--- config.mk ---
export PLATFORM = sky130hd
export DESIGN_NAME = instr_mem_responder
export DESIGN_NICKNAME = d
export VERILOG_FILES = /design/src/rtl/instr_mem_responder.sv
export SDC_FILE = /design/constraint.sdc
export NUM_CORES = 1
export LEC_CHECK = 0
export ABC_AREA = 1
export ABC_CLOCK_PERIOD_IN_PS = 1150
export BUFFER_PORTS_ARGS = -buffer_cell sky130_fd_sc_hd__buf_2
export CELL_PAD_IN_SITES_DETAIL_PLACEMENT = 1
export CELL_PAD_IN_SITES_GLOBAL_PLACEMENT = 1
export CORE_MARGIN = 4
export CORE_UTILIZATION = 44
export CTS_CLUSTER_SIZE = 14
export DETAILED_ROUTE_END_ITERATION = 10
export PLACE_DENSITY_LB_ADDON = 0.05
export SYNTH_ARGS = -nofsm -noshare
export SYNTH_HDL_FRONTEND = slang
export SYNTH_SLANG_ARGS = --single-unit
--- constraint.sdc ---
create_clock -name clk -period 1.15 [get_ports clk]
set_input_delay 0.23 -clock clk [delete_from_list [all_inputs] [get_ports clk]]
set_output_delay 0.23 -clock clk [all_outputs]
set_load 0.01 [all_outputs]
--- src/rtl/instr_mem_responder.sv ---
// Instruction-memory responder for the core's req/gnt/rvalid fetch port, with a word preload port.
// Optional macro INSTR_MEM_ERR_EN: grant out-of-range fetches and answer them with an error response.
module instr_mem_responder #(
    parameter int N_WORDS     = 16,
    parameter int WAIT_STATES = 0
) (
    input  logic        clk,
    input  logic        rst,
    input  logic        instr_req_i,
    input  logic [31:0] instr_addr_i,
    output logic        instr_gnt_o,
    output logic        instr_rvalid_o,
    output logic [31:0] instr_rdata_o,
    output logic        instr_err_o,
    input  logic        ld_we_i,
    input  logic [31:0] ld_addr_i,
    input  logic [31:0] ld_wdata_i
);

    localparam int          IDX_W      = (N_WORDS > 1) ? $clog2(N_WORDS) : 1;
    localparam int          CNT_W      = (WAIT_STATES > 0) ? $clog2(WAIT_STATES + 1) : 1;
    localparam logic [31:0] BYTE_LIMIT = 32'(N_WORDS * 4);

    localparam logic [0:0] S_IDLE = 1'b0;
    localparam logic [0:0] S_WAIT = 1'b1;

    logic [31:0]      mem [N_WORDS];
    logic [0:0]       state;
    logic [0:0]       state_nxt;
    logic [CNT_W-1:0] wait_cnt;
    logic [CNT_W-1:0] wait_cnt_nxt;
    logic [31:0]      held_addr;
    logic             in_range;
    logic             accept;
    logic             gnt;
    logic             ld_in_range;
    logic [IDX_W-1:0] idx;
    logic [IDX_W-1:0] ld_idx;

    assign in_range    = instr_addr_i < BYTE_LIMIT;
    assign idx         = instr_addr_i[IDX_W+1:2];
    assign ld_in_range = ld_addr_i < BYTE_LIMIT;
    assign ld_idx      = ld_addr_i[IDX_W+1:2];

`ifdef INSTR_MEM_ERR_EN
    assign accept = instr_req_i;
`else
    assign accept = instr_req_i & in_range;
`endif

    always_comb begin
        gnt          = 1'b0;
        state_nxt    = state;
        wait_cnt_nxt = wait_cnt;
        case (state)
            S_IDLE: begin
                if (accept) begin
                    if (WAIT_STATES == 0) begin
                        gnt = 1'b1;
                    end else begin
                        state_nxt    = S_WAIT;
                        wait_cnt_nxt = CNT_W'(1);
                    end
                end
            end
            S_WAIT: begin
                // A core that withdraws or retargets its request simply starts over.
                if (!instr_req_i || (instr_addr_i != held_addr)) begin
                    state_nxt    = S_IDLE;
                    wait_cnt_nxt = '0;
                end else if (wait_cnt == CNT_W'(WAIT_STATES)) begin
                    gnt          = 1'b1;
                    state_nxt    = S_IDLE;
                    wait_cnt_nxt = '0;
                end else begin
                    wait_cnt_nxt = wait_cnt + CNT_W'(1);
                end
            end
            default: begin
                state_nxt    = S_IDLE;
                wait_cnt_nxt = '0;
            end
        endcase
    end

    assign instr_gnt_o = gnt;

    always_ff @(posedge clk or posedge rst) begin
        if (rst) begin
            state    <= S_IDLE;
            wait_cnt <= '0;
        end else begin
            state    <= state_nxt;
            wait_cnt <= wait_cnt_nxt;
        end
    end

    always_ff @(posedge clk) begin
        if (state == S_IDLE) begin
            held_addr <= instr_addr_i;
        end
    end

    // Response stage: the read here sees the pre-write word when a preload hits the same edge.
    always_ff @(posedge clk or posedge rst) begin
        if (rst) begin
            instr_rvalid_o <= 1'b0;
            instr_rdata_o  <= '0;
        end else begin
            instr_rvalid_o <= gnt;
            if (gnt) begin
                instr_rdata_o <= in_range ? mem[idx] : '0;
            end
        end
    end

`ifdef INSTR_MEM_ERR_EN
    always_ff @(posedge clk or posedge rst) begin
        if (rst) begin
            instr_err_o <= 1'b0;
        end else if (gnt) begin
            instr_err_o <= !in_range;
        end else begin
            instr_err_o <= 1'b0;
        end
    end
`else
    assign instr_err_o = 1'b0;
`endif

    always_ff @(posedge clk) begin
        if (ld_we_i && ld_in_range) begin
            mem[ld_idx] <= ld_wdata_i;
        end
    end

endmodule

# --- Yosys cells after proc, flatten, opt, wreduce, memory -nomap -nowiden ---
# Memories as Yosys holds them, arrays and structs flattened.
# Cells that the tools add are included.
word_totals:
  register_bits: 67
  mem_bits_ro: 0
  out_inout_bits: 35
  inputBits: 100
  latchBits: 0
  n_memories: 1
  word_cells: 28
  mem_bits_rw: 512
mem_list:
  columns: ["memory", "words", "word_bits", "read_ports", "rd_clocked_by_memory_dff", "wr", "line", "source"]
  rows:
  - ["mem", 16, 32, 1, 0, 1, "27", "logic [31:0] mem [N_WORDS];"]
classes:
  n_lt_le_gt_ge: 2
  eq_ne: 1
  muxes: 13
  n_reduce_logical: 3
  div: 0
  mul: 0
  n_addsub: 1
  bitwise: 2
  n_shift: 0
ops:
  columns: ["op", "n"]
  rows:
  - ["$lt 32x7->1 const B", 2]
  - ["$mux 32", 1]
  - ["$ne 32x32->1", 1]
  - ["$mux 1", 10]
  - ["$pmux 1 s2", 2]
  - ["$add 1x1->1 const B", 1]
  - ["$and 1x1->1", 1]
  - ["$logic_and 1x1->1", 1]
  - ["$logic_not 1->1", 1]
  - ["$logic_or 1x1->1", 1]
  - ["$not 1->1", 1]

# --- Longest topological paths before layout ---
# Gate-level depths: netlist (run 1).
depth:
  ltp_word: 4
  ltp_mapped: 11
  depth_no_buf: 9

# --- Worst setup path after synthesis (run 1) ---
# OpenSTA, ideal clock, no wires.
synth_timing:
  path_kind: "input-to-reg"
  start: "input ld_addr_i[21]"
  end: "memory mem[0][0] (enable)"
  arrival_ns: 2.341
  slack_ns: -1.613
  required_time_ns: 0.729
  path_buffers: 0
  setup_ns: 0.421
  path_stages: 7
  cell_sequence: "nor2_1 > nand2_1 > nor2_1 > nand2_1 > nor3_1 > nand3_1 > nor2_1"
synth_via:
  elab_chain_len: 4
synth_rtl:
  columns: ["item", "line", "source"]
  rows:
  - ["start: declaration", "16", "input logic [31:0] ld_addr_i,"]
  - ["$lt 32x7->1", "42", "assign ld_in_range = ld_addr_i < BYTE_LIMIT;"]
  - ["$logic_and 1x1->1", "132", "if (ld_we_i && ld_in_range) begin"]
  - ["$mux 1", "132", null]
  - ["$mux 1 (implied by the code)", "133", "mem[ld_idx] <= ld_wdata_i;"]
  - ["end: declaration", "27", null]
# No other way between the ends.

# --- Worst setup path after layout (run 1) ---
layout_timing:
  start: "input ld_addr_i[17]"
  end: "memory mem[4][16] (enable)"
# The elaborated chain is that of the path after synthesis.

==> results of run 1 <==
==> layer usage <==
metal	vias up	global-route usage (%)
met5	-	0
met4	0	6.03
met3	99	3.51
met2	546	44.4
met1	8680	36.7
li1	7690	-
==> worst paths after layout <==
path	to	slack, ns
max	mem[4][16]	-0.38
min	mem[11][2]	0.03
max reg2reg	instr_rdata_o[12]	-0.09
min reg2reg	instr_rdata_o[31]	0.48
max in group asynchronous	instr_rdata_o[24]	0.62
min in group asynchronous	instr_rdata_o[2]	0.20
==> flip-flops by register name, indices dropped and copies added (netlist names) <==
signal and flops:
instr_rdata_o 32, instr_rvalid_o 1, mem 512
==> cell families after synthesis <==
logic type | share of synthesized area (%)
flops | 69.6
buf+inv | 6.57
other cells | 0.0161
simple gates | 23.8
==> through the flow <==
stage	TNS (ns)	instance area, um2
global route	-185.31	30400
global placement	-391.79	26300
finish	-147.01	30400
CTS	-125.02	29700
detailed placement	-406.89	26300
floorplan	-401.89	23600
==> layout by cell type (no fill, tap or decap), drive strengths merged <==
cell,n
conb,1
clkinv,31
nand2,630
dfrtp,33
nand3,391
edfxtp,512
bufinv,3
nor4,1
nor2,59
or2,156
dlygate4sd3,1
diode,1
nor3b,1
clkinvlp,1
nand4,2
clkbuf,90
buf,352
nor3,1
inv,227
==> cell type report <==
| class | instances | area share, % |
|---|---|---|
| antenna | 1 | 0.00823 |
| clock buffer | 73 | 5.10 |
| sequential | 545 | 53.3 |
| clock inverter | 35 | 0.823 |
| timing repair buffer | 370 | 13.8 |
| tap | 688 | 2.83 |
| multi-input combinational | 1242 | 21.3 |
| inverter | 227 | 2.82 |
==> what timing repair did <==
item                                    in CTS  in global routing
hold buffers                                 1                  0
resized for setup                          212                 58
endpoints found under the setup margin     577                578
pin swaps                                   83                 15
setup buffers                               39                 33
cloned                                      11                 20
hold endpoints to repair                    33                  0
==> worst register-to-register path, cell delays in order, from the launching register on <==
cell	delay, ns
edfxtp_1	0.37
or2_1	0.24
nand3_1	0.08
nand2_1	0.06
nand2_1	0.07
nand3_1	0.12
nand3_1	0.13
nand2_1	0.06
==> report_power, final <==
group	leakage [nW]	internal, W	switching (W)
Clock	0.883	0.0102	0.00789
Combinational	6.49	0.00107	0.00205
Sequential	5.06	0.0217	0.000000000353
Total	12.4	0.0329	0.00994
==> impl_metrics.env, run 1 <==
export IMPL_slew_limit_headroom_pct=66.3
export IMPL_ys_ff_latch=545
export IMPL_yosysUniqueCellTypes=23
export IMPL_dp_cells=2981
export IMPL_initial_core_util_pct=44.4
export IMPL_pre_cts_ws_ns=-0.826
export IMPL_overflow=0
export IMPL_grt_pass1_wl_um=111000
export IMPL_worstRegToRegCells=7
export IMPL_syn_num_nets=2226
export IMPL_cts_path_max_buffers=3
export IMPL_p_leak_nw=12.4
export IMPL_vias_per_cell=5.35
export IMPL_crit_chain="buf_6 -> nor2_2 -> nand2_1 -> nor2_1 -> nand2_1 -> nor3_4 -> buf_12 -> buf_8 -> buf_6 -> nand3_4 -> buf_6 -> nor2_4 -> buf_4 -> clkbuf_16"
export IMPL_timing_critical_path_buf_inv=7
export IMPL_status="complete, but fails checks"
export IMPL_die_area_um2=56700
export IMPL_drive_above_1_share_pct=26.8
export IMPL_synthTopCellsByCount="nand2_1, edfxtp_1, nand3_1"
export IMPL_gp_congestion=0.803
export IMPL_violations="negative setup slack"
export IMPL_path_clk_slew_ns=0.06
export IMPL_holdPathStages=1
export IMPL_die_w_um=238
export IMPL_setup_viol=575
export IMPL_async_flop_share_pct=6.06
export IMPL_final_util_pct=58.0
export IMPL_hold_class="in -> reg"
export IMPL_critPathArrivalTime_ns=1.87
export IMPL_whs_ns=0.0340
export IMPL_io_pins=135
export IMPL_initialDrtViolationCount=1594
export IMPL_n_fill_cell=5398
export IMPL_antenna_found_initial=1
export IMPL_min_from="ld_wdata_i[2]"
export IMPL_grt_max_degree=38
export IMPL_worst_slack_ns=-0.381
export IMPL_clock_sinks=545
export IMPL_core_um2=52400
export IMPL_yosysMostFrequentCell="nand2_1"
export IMPL_hold_violations=0
export IMPL_nets=2545
export IMPL_clk_latency_ns=0.63
export IMPL_power_density_nw_per_um2=1410
export IMPL_drt_first_pass_iters=5
export IMPL_via_count=17015
export IMPL_final_min_clock_period_ns=1.53
export IMPL_syn_inst=2126
export IMPL_drc=0
export IMPL_path_depth=14
export IMPL_avgSynthCellArea_um2=11.0
export IMPL_cp_startpoint="ld_addr_i[17]"
export IMPL_fmax_mhz=653
export IMPL_cap_violations=0
export IMPL_crit_required_ns=1.49
export IMPL_top_layer_used="met4"
export IMPL_startpoint_type="input pin"
export IMPL_area_growth_pct=30.5
export IMPL_grtUsageTotal_pct=26.3
export IMPL_final_cell_count_no_fill=3181
export IMPL_yosysTopAreaCellShare_pct=66.0
export IMPL_yosys_top_cells_area="edfxtp_1, nand2_1, nand3_1"
export IMPL_worstMarginPinSlew_ns=0.505
export IMPL_clock_skew_final_ns=0.0186
export IMPL_multi_input_area_um2=6480
export IMPL_port_buffers=129
export IMPL_crit_family="buffers and inverters"
export IMPL_wl_um=78600
export IMPL_dr_wl_met2_um=38800
export IMPL_rows=84
export IMPL_htreeDepth=2
export IMPL_yosysSeqAreaShare_pct=69.6
export IMPL_critPathCaptureType="register"
export IMPL_fp_dieH_um=238
export IMPL_cp_common_cell="buf_6"
export IMPL_cp_slowest_stage_delay_ns=0.17
export IMPL_path_class="in -> reg"
export IMPL_synth_edff_count=512
export IMPL_tritoncts="yes"
export IMPL_wl_met3_um=4390
export IMPL_root_buffer="clkbuf_16"
export IMPL_min_period_over_period_pct=133
export IMPL_vdd_drop_max_v=0.00123
export IMPL_syn_area_um2=23300
export IMPL_power_w=0.0429
export IMPL_place_hpwl_um=46800
export IMPL_grt_pass1_vias=17761
export IMPL_synth_warnings=0
export IMPL_post_drt_wl_per_cell_um=24.7
export IMPL_drv_slew=0
export IMPL_slowest_stage="buf_4"
export IMPL_numCtsBuffers=59
export IMPL_cp_max_fo=8
export IMPL_synth_largest_area_cell="edfxtp_1"
export IMPL_rsz0062_at_grt="true"
export IMPL_ant_nets=0
export IMPL_timing_rr_start="mem[14][12]"
export IMPL_seq_area_um2=16200
export IMPL_wl_met1_um=33700
export IMPL_synth_ff_type="edfxtp_1"
No activity file was read; power rests on OpenSTA's default activity.
==> inputs of run 2 (changes only) <==
--- a/config.mk
+++ b/config.mk
@@ -15,5 +15,7 @@
 export CTS_CLUSTER_SIZE = 14
 export DETAILED_ROUTE_END_ITERATION = 10
+export HOLD_SLACK_MARGIN = 0.03
 export PLACE_DENSITY_LB_ADDON = 0.05
+export SETUP_SLACK_MARGIN = 0.2
 export SYNTH_ARGS = -nofsm -noshare
 export SYNTH_HDL_FRONTEND = slang
==> constraint.sdc (replaced) <==
create_clock -name clk -period 1.15 [get_ports clk]
set_input_delay 0.23 -clock clk [delete_from_list [all_inputs] [get_ports clk]]
set_output_delay 0.23 -clock clk [all_outputs]
set_load 0.005 [all_outputs]
==> impl_metrics.env, run 2 (synthesis gave the netlist of run 1 again) <==
export IMPL_min_period_over_period_pct=138
export IMPL_cp_max_fo=6
export IMPL_diodes=0
export IMPL_crit_required_ns=1.47
export IMPL_grt_pass1_vias=18012
export IMPL_fin_tns_setup_ns=-180.71
export IMPL_cap_violations=0
export IMPL_ant_nets=0
export IMPL_critPathCaptureType="register"
export IMPL_vias_per_cell=5.36
export IMPL_core_um2=52400
export IMPL_hold_class="in -> reg"
export IMPL_area_growth_pct=33.6
export IMPL_drc=0
export IMPL_r2r_slack_ns=-0.16
export IMPL_critPathArrivalTime_ns=1.91
export IMPL_place_hpwl_um=44400
export IMPL_timing_rr_start="mem[0][17]"
export IMPL_antenna_found_initial=0
export IMPL_hold_path_end="mem[1][28]"
export IMPL_largest_reg_flops=512
export IMPL_wl_met1_um=32500
export IMPL_clk_latency_ns=0.63
export IMPL_dr_wl_met2_um=42400
export IMPL_io_pins=135
export IMPL_worstRegToRegCells=7
export IMPL_vdd_drop_max_v=0.00117
export IMPL_gp_congestion=0.800
export IMPL_die_w_um=238
export IMPL_top_regs="mem x512, instr_rdata_o x32, instr_rvalid_o x1"
export IMPL_overflow=0
export IMPL_p_leak_nw=12.8
export IMPL_r2r_end="instr_rdata_o[17]"
export IMPL_largest_register="mem"
export IMPL_drt_first_pass_iters=5
export IMPL_numCtsBuffers=58
export IMPL_grtUsageTotal_pct=27.4
export IMPL_grt_pass1_wl_um=116000
export IMPL_startpoint_type="input pin"
export IMPL_holdPathStages=1
export IMPL_wl_um=82000
export IMPL_worst_slack_ns=-0.439
export IMPL_via_count=17322
export IMPL_clock_sinks=545
export IMPL_fp_dieH_um=238
export IMPL_cts_path_max_buffers=3
export IMPL_path_clk_slew_ns=0.07
export IMPL_initialDrtViolationCount=1372
export IMPL_hold_violations=0
export IMPL_wl_met3_um=3940
export IMPL_htreeDepth=2
export IMPL_whs_ns=0.0572
export IMPL_tritoncts="yes"
export IMPL_clock_skew_final_ns=0.0357
export IMPL_path_class="in -> reg"
export IMPL_n_fill_cell=5410
export IMPL_seq_area_um2=16200
export IMPL_nets=2595
export IMPL_final_common_cell="nand2_1"
export IMPL_rsz0062_at_grt="true"
export IMPL_status="complete, but fails checks"
export IMPL_root_buffer="clkbuf_16"
export IMPL_setup_viol=574
export IMPL_post_drt_wl_per_cell_um=25.4
export IMPL_violations="negative setup slack"
export IMPL_min_from="ld_wdata_i[28]"
export IMPL_drive_above_1_share_pct=24.5
export IMPL_final_cell_mix="nand2_1, edfxtp_1, nand3_1"
export IMPL_initial_core_util_pct=44.4
export IMPL_rows=84
export IMPL_top_layer_used="met4"
export IMPL_port_buffers=129
export IMPL_fmax_mhz=629
export IMPL_drv_slew=0
export IMPL_final_min_clock_period_ns=1.59
export IMPL_die_area_um2=56700
export IMPL_power_density_nw_per_um2=1410
export IMPL_grt_max_degree=55
export IMPL_multi_input_area_um2=6100
run 2: cell count changes in the layout (fill, tap and decap cells not counted), moves of 12 or more:
| cell | change |
|---|---|
| nand2_1 | +30 |
| buf_8 | +12 |
| buf_16 | +21 |
| nand2_2 | -26 |
| buf_4 | -18 |
| buf_6 | +27 |
| dlygate4sd3_1 | +22 |
| clkinv_1 | -12 |
| nand3_2 | -59 |
| nand3_1 | +60 |
run 2: per-stage QoR:
step	instance area, um2	instances	setup slack (ns)	power, W	util, %
2_1_floorplan	23600	2126	-0.819	0.0235	-
4_1_cts	30200	3187	-0.258	0.0439	57.5
6_report	31100	3230	-0.439	0.0439	59.3
5_1_grt	31100	3230	-0.468	0.0453	59.3
3_3_place_gp	26200	2980	-0.937	0.0248	50.0
3_5_place_dp	26200	2980	-0.925	0.0249	50.0
run 2: worst max-delay path by stage:
stage / startpoint / to / cells past startpoint
5_1_grt: ld_addr_i[18] / mem[13][18] / 14
4_1_cts: instr_rdata_o[15] / instr_rdata_o[15] / 1
6_report: ld_addr_i[24] / mem[13][31] / 14
3_3_place_gp: ld_addr_i[17] / mem[3][22] / 11
2_1_floorplan: ld_addr_i[23] / mem[10][0] / 7
3_5_place_dp: ld_addr_i[23] / mem[3][23] / 11
run 2: area by class of cell:
class | instances | area share (%)
clock buffer | 79 | 5.18
timing repair buffer | 421 | 16.6
multi-input combinational | 1242 | 19.6
clock inverter | 28 | 0.961
tap | 688 | 2.77
sequential | 545 | 52.1
inverter | 227 | 2.75
run 2: per-layer routing:
metal  track usage [%]  up-vias
li1                  -     7805
met1              34.3     8849
met2              48.1      522
met5                 0        -
met3              4.18      146
met4              11.0        0
run 2: power breakdown:
part | switching [W] | leakage [nW] | internal, W
combinational | 0.00194 | 6.80 | 0.00109
clock | 0.00810 | 0.948 | 0.0111
sequential | 0.000000000322 | 5.06 | 0.0217
total | 0.0100 | 12.8 | 0.0339
run 2: timing repair:
action                                 4_1_cts  5_1_grt
gates cloned                                23       21
gates resized for setup                    162       59
hold buffers                                22        1
pin swaps                                   39       34
endpoints found under the hold margin      323        2
setup endpoints to repair                  578      579
buffers inserted                            55       21
run 2: worst max-delay path, stage by stage:
cell	delay, ns
buf_2	0.11
nor2_2	0.08
nand2_1	0.06
nor2_1	0.10
nand2_1	0.10
nor3_4	0.23
buf_12	0.15
buf_4	0.11
nand3_2	0.07
buf_6	0.16
nor2_4	0.14
buf_12	0.13
buf_12	0.11
buf_8	0.13
